**config.mk**
```make
export PLATFORM = sky130hd
export DESIGN_NAME = stream_splitter_3x8_flat
export DESIGN_NICKNAME = d
export VERILOG_FILES = /design/src/rtl/stream_splitter_3x8_if.sv /design/src/rtl/stream_splitter_3x8.sv /design/src/flat_wrapper.sv
export SDC_FILE = /design/constraint.sdc
export NUM_CORES = 1
export LEC_CHECK = 0
export BUFFER_PORTS_ARGS = -buffer_cell sky130_fd_sc_hd__clkbuf_2
export CORE_ASPECT_RATIO = 1.4
export CORE_MARGIN = 3
export CORE_UTILIZATION = 59
export CTS_BUF_LIST = sky130_fd_sc_hd__clkbuf_4 sky130_fd_sc_hd__clkbuf_8
export CTS_CLUSTER_DIAMETER = 30
export DETAILED_ROUTE_END_ITERATION = 10
export GPL_TIMING_DRIVEN = 0
export PLACE_DENSITY = 0.87
export SLEW_MARGIN = 20
export SYNTH_ARGS = -nofsm -noshare
export SYNTH_HDL_FRONTEND = slang
export SYNTH_SLANG_ARGS = --single-unit
```
**constraint.sdc**
```tcl
create_clock -name clk -period 3.1 [get_ports clk]
set_input_delay 0.465 -clock clk [delete_from_list [all_inputs] [get_ports clk]]
set_output_delay 0.465 -clock clk [all_outputs]
set_load 0.01 [all_outputs]
```
**src/rtl/stream_splitter_3x8_if.sv**
```systemverilog
// Handshake bundle for the 16-bit to 3x8-bit splitter: one word input stream, three byte output streams.
interface stream_splitter_3x8_if;
  logic [15:0] data_in;
  logic        valid_in;
  logic        ready_in;
  logic [7:0]  data_1, data_2, data_3;
  logic        valid_1, valid_2, valid_3;
  logic        ready_1, ready_2, ready_3;
  logic        idle;

  modport master (
    output data_in, valid_in, ready_1, ready_2, ready_3,
    input  ready_in, data_1, data_2, data_3, valid_1, valid_2, valid_3, idle
  );

  modport slave (
    input  data_in, valid_in, ready_1, ready_2, ready_3,
    output ready_in, data_1, data_2, data_3, valid_1, valid_2, valid_3, idle
  );
endinterface

```
**src/rtl/stream_splitter_3x8.sv**
```systemverilog
// Splits 16-bit words into bytes dealt round-robin onto three 8-bit streams; order is fixed so no tags are needed.
module stream_splitter_3x8 #(
  parameter bit MSB_FIRST = 1'b0
) (
  input logic            clk,
  input logic            rst,
  stream_splitter_3x8_if.slave s
);
  localparam int NUM_LANES = 3;
  localparam int VEC_W     = 8;

  logic [15:0]                      hold_data;
  logic [1:0]                       hold_cnt;
  logic [1:0]                       ptr;
  logic [NUM_LANES-1:0]             lane_rdy, lane_vld, lane_free, lane_sel, lane_load;
  logic [NUM_LANES-1:0][VEC_W-1:0]  lane_dat;
  logic [VEC_W-1:0]                 first_byte, second_byte, nxt_byte;
  logic                             dispatch, accept;

  assign lane_rdy    = {s.ready_3, s.ready_2, s.ready_1};
  assign lane_free   = ~lane_vld | lane_rdy;
  assign lane_sel    = NUM_LANES'(1) << ptr;
  // Only the pointed-at channel may take a byte; a stall there stalls everything.
  assign dispatch    = (hold_cnt != 2'd0) && |(lane_free & lane_sel);
  assign lane_load   = dispatch ? lane_sel : '0;

  assign first_byte  = MSB_FIRST ? hold_data[15:8] : hold_data[7:0];
  assign second_byte = MSB_FIRST ? hold_data[7:0]  : hold_data[15:8];
  assign nxt_byte    = (hold_cnt == 2'd2) ? first_byte : second_byte;

  // Accepting while the last byte leaves keeps the word stream at full rate.
  assign s.ready_in  = !rst && ((hold_cnt == 2'd0) || ((hold_cnt == 2'd1) && dispatch));
  assign accept      = s.valid_in && s.ready_in;

  always_ff @(posedge clk or posedge rst) begin
    if (rst) begin
      hold_data <= '0;
      hold_cnt  <= 2'd0;
      ptr       <= 2'd0;
    end else begin
      if (dispatch) ptr <= (ptr == 2'd2) ? 2'd0 : ptr + 2'd1;
      if (accept) begin
        hold_data <= s.data_in;
        hold_cnt  <= 2'd2;
      end else if (dispatch) begin
        hold_cnt  <= hold_cnt - 2'd1;
      end
    end
  end

  for (genvar g = 0; g < NUM_LANES; g++) begin : g_lane
    // A load on the same edge as a drain keeps valid high and replaces the byte.
    always_ff @(posedge clk or posedge rst) begin
      if (rst) begin
        lane_dat[g] <= '0;
        lane_vld[g] <= 1'b0;
      end else if (lane_load[g]) begin
        lane_dat[g] <= nxt_byte;
        lane_vld[g] <= 1'b1;
      end else if (lane_rdy[g]) begin
        lane_vld[g] <= 1'b0;
      end
    end
  end

  assign s.data_1  = lane_dat[0];
  assign s.data_2  = lane_dat[1];
  assign s.data_3  = lane_dat[2];
  assign s.valid_1 = lane_vld[0];
  assign s.valid_2 = lane_vld[1];
  assign s.valid_3 = lane_vld[2];
  assign s.idle    = (hold_cnt == 2'd0) && !(|lane_vld);
endmodule

```
**src/flat_wrapper.sv**
```systemverilog
// flat-port wrapper written by rule: the top's interface ports become plain ports
module stream_splitter_3x8_flat 
#(
  parameter bit MSB_FIRST = 1'b0
)
  (clk, rst, s_data_in, s_valid_in, s_ready_1, s_ready_2, s_ready_3, s_ready_in, s_data_1, s_data_2, s_data_3, s_valid_1, s_valid_2, s_valid_3, s_idle);
  stream_splitter_3x8_if s_i ();
  input logic clk;
  input logic rst;
  input wire logic [$bits(s_i.data_in)-1:0] s_data_in;
  input wire logic [$bits(s_i.valid_in)-1:0] s_valid_in;
  input wire logic [$bits(s_i.ready_1)-1:0] s_ready_1;
  input wire logic [$bits(s_i.ready_2)-1:0] s_ready_2;
  input wire logic [$bits(s_i.ready_3)-1:0] s_ready_3;
  output wire logic [$bits(s_i.ready_in)-1:0] s_ready_in;
  output wire logic [$bits(s_i.data_1)-1:0] s_data_1;
  output wire logic [$bits(s_i.data_2)-1:0] s_data_2;
  output wire logic [$bits(s_i.data_3)-1:0] s_data_3;
  output wire logic [$bits(s_i.valid_1)-1:0] s_valid_1;
  output wire logic [$bits(s_i.valid_2)-1:0] s_valid_2;
  output wire logic [$bits(s_i.valid_3)-1:0] s_valid_3;
  output wire logic [$bits(s_i.idle)-1:0] s_idle;
  assign s_i.data_in = s_data_in;
  assign s_i.valid_in = s_valid_in;
  assign s_i.ready_1 = s_ready_1;
  assign s_i.ready_2 = s_ready_2;
  assign s_i.ready_3 = s_ready_3;
  assign s_ready_in = s_i.ready_in;
  assign s_data_1 = s_i.data_1;
  assign s_data_2 = s_i.data_2;
  assign s_data_3 = s_i.data_3;
  assign s_valid_1 = s_i.valid_1;
  assign s_valid_2 = s_i.valid_2;
  assign s_valid_3 = s_i.valid_3;
  assign s_idle = s_i.idle;
  stream_splitter_3x8 #(.MSB_FIRST(MSB_FIRST)) u_core (.clk(clk), .rst(rst), .s(s_i));
endmodule
```
==> results.cfg, run 1 <==
[grt]
antenna_found_initial = 0
grt_use_met1 = 0.252
met2_usage = 0.389
grt_start_max_net_pins = 30
grt_busiest_layer = met2
grt_first_pass_wirelength_um = 7220
grt_pass1_vias = 1473
grt_util_all_layers = 0.222
grt_util_met3 = 0.0576
overflow = 0

[die]
num_rows = 24
initial_core_util = 0.639
die_width_um = 56.1
die_h_um = 76.1
dieArea_mm2 = 0.00427
ios = 51
core_area_mm2 = 0.00324

[layout]
nets = 219
multi_input_comb_area_um2 = 828
utilization = 0.774
syn_to_final_growth_pct = 21.1
regArea_mm2 = 0.00118
diodes = 0
fillerInstances = 220
drive_gt1_frac = 0.605

[yosys]
synth_adder_area_share = 0.0181
synth_compound_area_frac = 0.0531
ys_top_cells_by_area = dfrtp_1 (57%), mux2_2 (21%), mux2_4 (7.2%)
ys_async_sr_fraction = 1.00
synth_warnings = 0
synth_xor_area_frac = 0
synth_ff_type = dfrtp_1
synth_area_mm2 = 0.00207
synthesis.nets = 161
ys_ff_latch = 47
synth_area_per_cell_um2 = 15.2
syn_inst = 136
synth.largest_area_cell = dfrtp_1
muxShareOfSynthArea = 0.279
synth_top_area_share = 0.567
synth_edf_count = 0
synth_top_family_by_area = multiplexers
synthDistinctLibCells = 32
ys_seq_area_frac = 0.567
synth-simple-area-share = 0.0495

[sta]
min_period_over_period = 0.731
relSlewSlack = 0.653
finClkSkew_ns = 0.00852
tightestPinTransition_ns = 0.519
tns_ns = 0
report.final.slew_viol_count = 0
max_freq_mhz = 441
hold_viol_final = 0
rsz0062_at_grt = false
period_needed_ns = 2.27
setup-violations-final = 0

[clock_tree]
cts_buffers = 5
post-cts-setup-buffer-count = 0
cts_resized = 0
clock-sinks = 47
root_buffer = clkbuf_8
clock_latency_ns = 0.30
clk_pin_slew_ns = 0.08
htree_levels = 2
cts_tree = built
post_cts_hold_buffer_count = 0
clockBufferDepth = 2

[placed_design]
port_buffers = 50
hpwl_um = 3090
place_congestion = 0.880

[critical_path]
path_cells = nor2b_4 > or3_1 > buf_6 > a21boi_0 > o21a_1 > clkbuf_2
cp_slowest_cell = dfrtp_1
cp-start-kind = register
critPathBufInv = 2
crit_type = register to output port
path_delay_family = simple AND/OR/NAND/NOR gates
path_max_fanout = 6
cp.arrival_ns = 1.80
end_kind = output port
crit_path_max_incr_delay_ns = 0.40
worstPathRequired_ns = 2.63

[pwr]
pwr-share-clk = 0.416
p_comb_frac = 0.027
intPower_w = 0.000886
p_per_area_mw_per_mm2 = 438
p_sw_w = 0.000214
p_leak_nw = 1.37
seqPwrFrac = 0.557
ir_drop_uv = 436
p_sw_frac = 0.195

[drt]
drtIter0Drc = 43
wire_per_inst_um = 18.2
via_per_inst = 5.62
ant_nets = 0
route.detailed.drc = 0
wirelength_um = 4260
dr.pass1.iters = 4
vias = 1316

[status]
outcome = completed

[flow_run]
cap_violations = 0

[hold_path]
min_path_type = input pin to async pin
[layer usage]
layer  vias up  part of all wire
met5         -                 0
met4         0             0.023
met3        11             0.054
met2        50              0.55
met1       656              0.38
li1        599                 -
[power groups by stage]
stage | clock network, W | registers [W] | logic [W]
global route | 0.000502 | 0.000613 | 0.0000345
CTS | 0.000469 | 0.000612 | 0.0000313
floorplan | 0 | 0.000625 | 0.0000106
global placement | 0 | 0.000625 | 0.0000255
detailed placement | 0 | 0.000625 | 0.0000310
finish | 0.000458 | 0.000612 | 0.0000302
[per-stage QoR]
step / setup slack (ns) / instances / hold WS (ns) / area, um^2 / total power, W
floorplan: 0.894 / 136 / 0.476 / 2070 / 0.000635
global placement: 0.492 / 225 / 0.488 / 2370 / 0.000650
detailed placement: 1.06 / 226 / 0.490 / 2390 / 0.000656
CTS: 0.824 / 234 / 0.155 / 2510 / 0.00111
global route: 0.723 / 234 / 0.182 / 2510 / 0.00115
finish: 0.834 / 234 / 0.150 / 2510 / 0.00110
[logic make-up after synthesis]
group	after synthesis
AO/OA/AOI/OAI	12
adder cells (fa/ha/maj)	3
buffers and inverters	10
flip-flops	47
multiplexers	48
AND/OR/NAND/NOR	16
[sequential cells by signal (all words and copies together), names as in the netlist]
name	flops
u_core.s.data_1	8
u_core.hold_cnt	2
u_core.s.data_2	8
u_core.s.valid_3	1
u_core.hold_data	16
u_core.s.valid_1	1
u_core.ptr	2
u_core.s.valid_2	1
u_core.s.data_3	8
[worst register-to-register path, cell delays in order (launching register included)]
cell and delay (ns):
dfrtp_1 0.43, inv_1 0.11, ha_1 0.18, buf_6 0.13
clkinv_1 0.19, a31oi_4 0.38, buf_12 0.20, mux2_4 0.31
[final cells by class]
cell class	instances	area share
flip-flops and latches	47	0.469
multi-input cells	79	0.330
repair buffers	51	0.108
clock buffers	6	0.0329
well taps	39	0.0194
plain buffers	4	0.0184
clock inverters	2	0.0140
inverters	6	0.00897
[final timing paths]
path                            cells after the start               start                  end  slack (ns)
worst max-delay path                                6    u_core.s.valid_1           s_ready_in        0.83
worst min-delay path                                2                 rst   u_core.hold_cnt[0]        0.15
worst max register to register                      7  u_core.hold_cnt[0]  u_core.hold_data[1]        1.05
worst min register to register                      1  u_core.s.data_1[1]   u_core.s.data_1[1]        0.51
max in group asynchronous                           3                 rst   u_core.s.data_3[0]        2.45
min in group clk                                    2        s_data_in[6]  u_core.hold_data[6]        0.39
[cell usage after synthesis (2+ instances only)]
cell type   n
dfrtp_1    47
mux2_2     38
mux2_4     10
inv_1       5
ha_1        3
a21oi_1     2
and2b_1     2
buf_6       2
nand2_1     2
nor2_1      2
o21ai_0     2
[cell usage in the layout (no fill, tap or decap), drive strengths merged, types with 2 or more instances in the layout]
cell type | synthesis | final
clkbuf | 1 | 57
mux2 | 48 | 48
dfrtp | 47 | 47
inv | 5 | 5
buf | 3 | 4
ha | 3 | 3
and2b | 3 | 3
nor2 | 3 | 3
o21ai | 2 | 2
a21oi | 2 | 2
nand2 | 2 | 2
clkinv | 1 | 2
(Power assumes the default switching activity.)
==> run 2, diff against run 1 <==
CORE_UTILIZATION = 55   (was 59)
PLACE_DENSITY = 0.82   (was 0.87)
clock period = 2.22 ns   (was 3.1 ns; I/O delays follow)
==> run 2 against run 1 <==
  * Wire length down 4.6%
  * Utilization fell by 6.5 points
  * Design area down 1.0%
  * Sequential power increased by 40%
  * Clock power up 4%
  * Cell count did not move
  * Critical path type unchanged
  * Highest routed layer unchanged
==> results.cfg, run 2 (synthesized netlist as in run 1, its figures left out) <==
[placed_design]
port_buffers = 50
hpwl_um = 3140
place_congestion = 0.881

[pwr]
p_per_area_mw_per_mm2 = 554
p_leak_nw = 1.36
ir_drop_uv = 527

[critical_path]
crit_path_max_incr_delay_ns = 0.40
end_kind = output port
cp_slowest_cell = dfrtp_1
cp.arrival_ns = 1.75
worstPathRequired_ns = 1.89
path_cells = nor2b_4 > or3_1 > buf_6 > a21boi_0 > o21a_1 > clkbuf_2
cp-start-kind = register
path_max_fanout = 6
path_delay_family = simple AND/OR/NAND/NOR gates
critPathBufInv = 2
crit_type = register to output port

[drt]
route.detailed.drc = 0
wire_per_inst_um = 17.4
dr.pass1.iters = 4
vias = 1314
ant_nets = 0
drtIter0Drc = 39
via_per_inst = 5.62
wirelength_um = 4060

[sta]
relSlewSlack = 0.638
timing.hold.ws_ns = 0.0689
min_period_over_period = 0.940
period_needed_ns = 2.09
finClkSkew_ns = 0.00677
report.final.slew_viol_count = 0
tightestPinTransition_ns = 0.541
setup-violations-final = 0
rsz0062_at_grt = false
hold_viol_final = 0
max_freq_mhz = 479

[layout]
utilization = 0.709
diodes = 0
drive_gt1_frac = 0.603
fillerInstances = 255
multi_input_comb_area_um2 = 828
regArea_mm2 = 0.00118
syn_to_final_growth_pct = 19.8
final_cell_mix = clkbuf_2 (50), dfrtp_1 (47), mux2_2 (38), mux2_4 (10), clkbuf_8 (5)
largest-register = u_core.hold_data
nets = 219
layout.cells.most_common = clkbuf_2
largest_register_ffs = 16

[clock_tree]
clk_pin_slew_ns = 0.08
cts_resized = 0
clock_latency_ns = 0.29
clockBufferDepth = 2
post_cts_hold_buffer_count = 0
cts_tree = built
root_buffer = clkbuf_8
clock-sinks = 47
htree_levels = 2
post-cts-setup-buffer-count = 0
cts_buffers = 5

[hold_path]
min_path_type = input pin to async pin

[flow_run]
cap_violations = 0

[grt]
grt_first_pass_wirelength_um = 7010
grt_pass1_vias = 1424
overflow = 0
grt_util_all_layers = 0.205
grt_start_max_net_pins = 27
antenna_found_initial = 0

[die]
core_area_mm2 = 0.00350
die_width_um = 57.9
dieArea_mm2 = 0.00455
ios = 51
die_h_um = 78.6
initial_core_util = 0.592
num_rows = 25

[status]
outcome = completed
[run 2: cell types whose count changed in the layout (fill, tap and decap cells not counted)]
cell	change
buf_12	-1
buf_16	+1
bufinv_16	-1
clkbuf_8	-1
clkinv_4	+1
[run 2: power by group]
group	internal, W	switching, W	total [W]
clock network	0.000215	0.000262	0.000477
registers	0.000855	0.0000000000000000000612	0.000855
logic	0.0000195	0.0000242	0.0000436
total	0.00109	0.000286	0.00138
[run 2: layer usage]
metal  GRT usage  wire length (um)
met3      0.0543               234
met4      0.0557                51
met5           0                 0
met1       0.241              1520
met2       0.361              2260
[run 2: layout make-up]
class / count / share of cell area
inverter: 6 / 0.00907
tap: 40 / 0.0202
sequential: 47 / 0.474
clock buffer: 5 / 0.0277
timing repair buffer: 51 / 0.112
buffer: 4 / 0.0186
multi-input combinational: 79 / 0.334
clock inverter: 2 / 0.00554
[run 2: worst paths after layout]
| path | start | end | slack [ns] | depth (start not counted) |
|---|---|---|---|---|
| max | u_core.s.valid_1 | s_ready_in | 0.13 | 6 |
| max reg2reg | u_core.hold_cnt[0] | u_core.s.data_3[2] | 0.21 | 6 |
| min | rst | u_core.s.data_3[4] | 0.07 | 2 |
| max in group asynchronous | rst | u_core.hold_data[9] | 1.65 | 3 |
| min reg2reg | u_core.s.data_1[2] | u_core.s.data_1[2] | 0.51 | 1 |
| min in group clk | s_data_in[15] | u_core.hold_data[15] | 0.27 | 2 |
[run 2: per-stage QoR]
| stage | worst slack, ns | cell area [um^2] | cells | total power (W) | TNS [ns] |
|---|---|---|---|---|---|
| floorplan | 0.278 | 2070 | 136 | 0.000887 | 0 |
| detailed placement | 0.231 | 2400 | 227 | 0.000917 | 0 |
| CTS | 0.109 | 2480 | 234 | 0.00140 | 0 |
| global placement | -0.138 | 2370 | 226 | 0.000908 | -0.138 |
| finish | 0.134 | 2480 | 234 | 0.00138 | 0 |
| global route | 0.0114 | 2480 | 234 | 0.00145 | 0 |
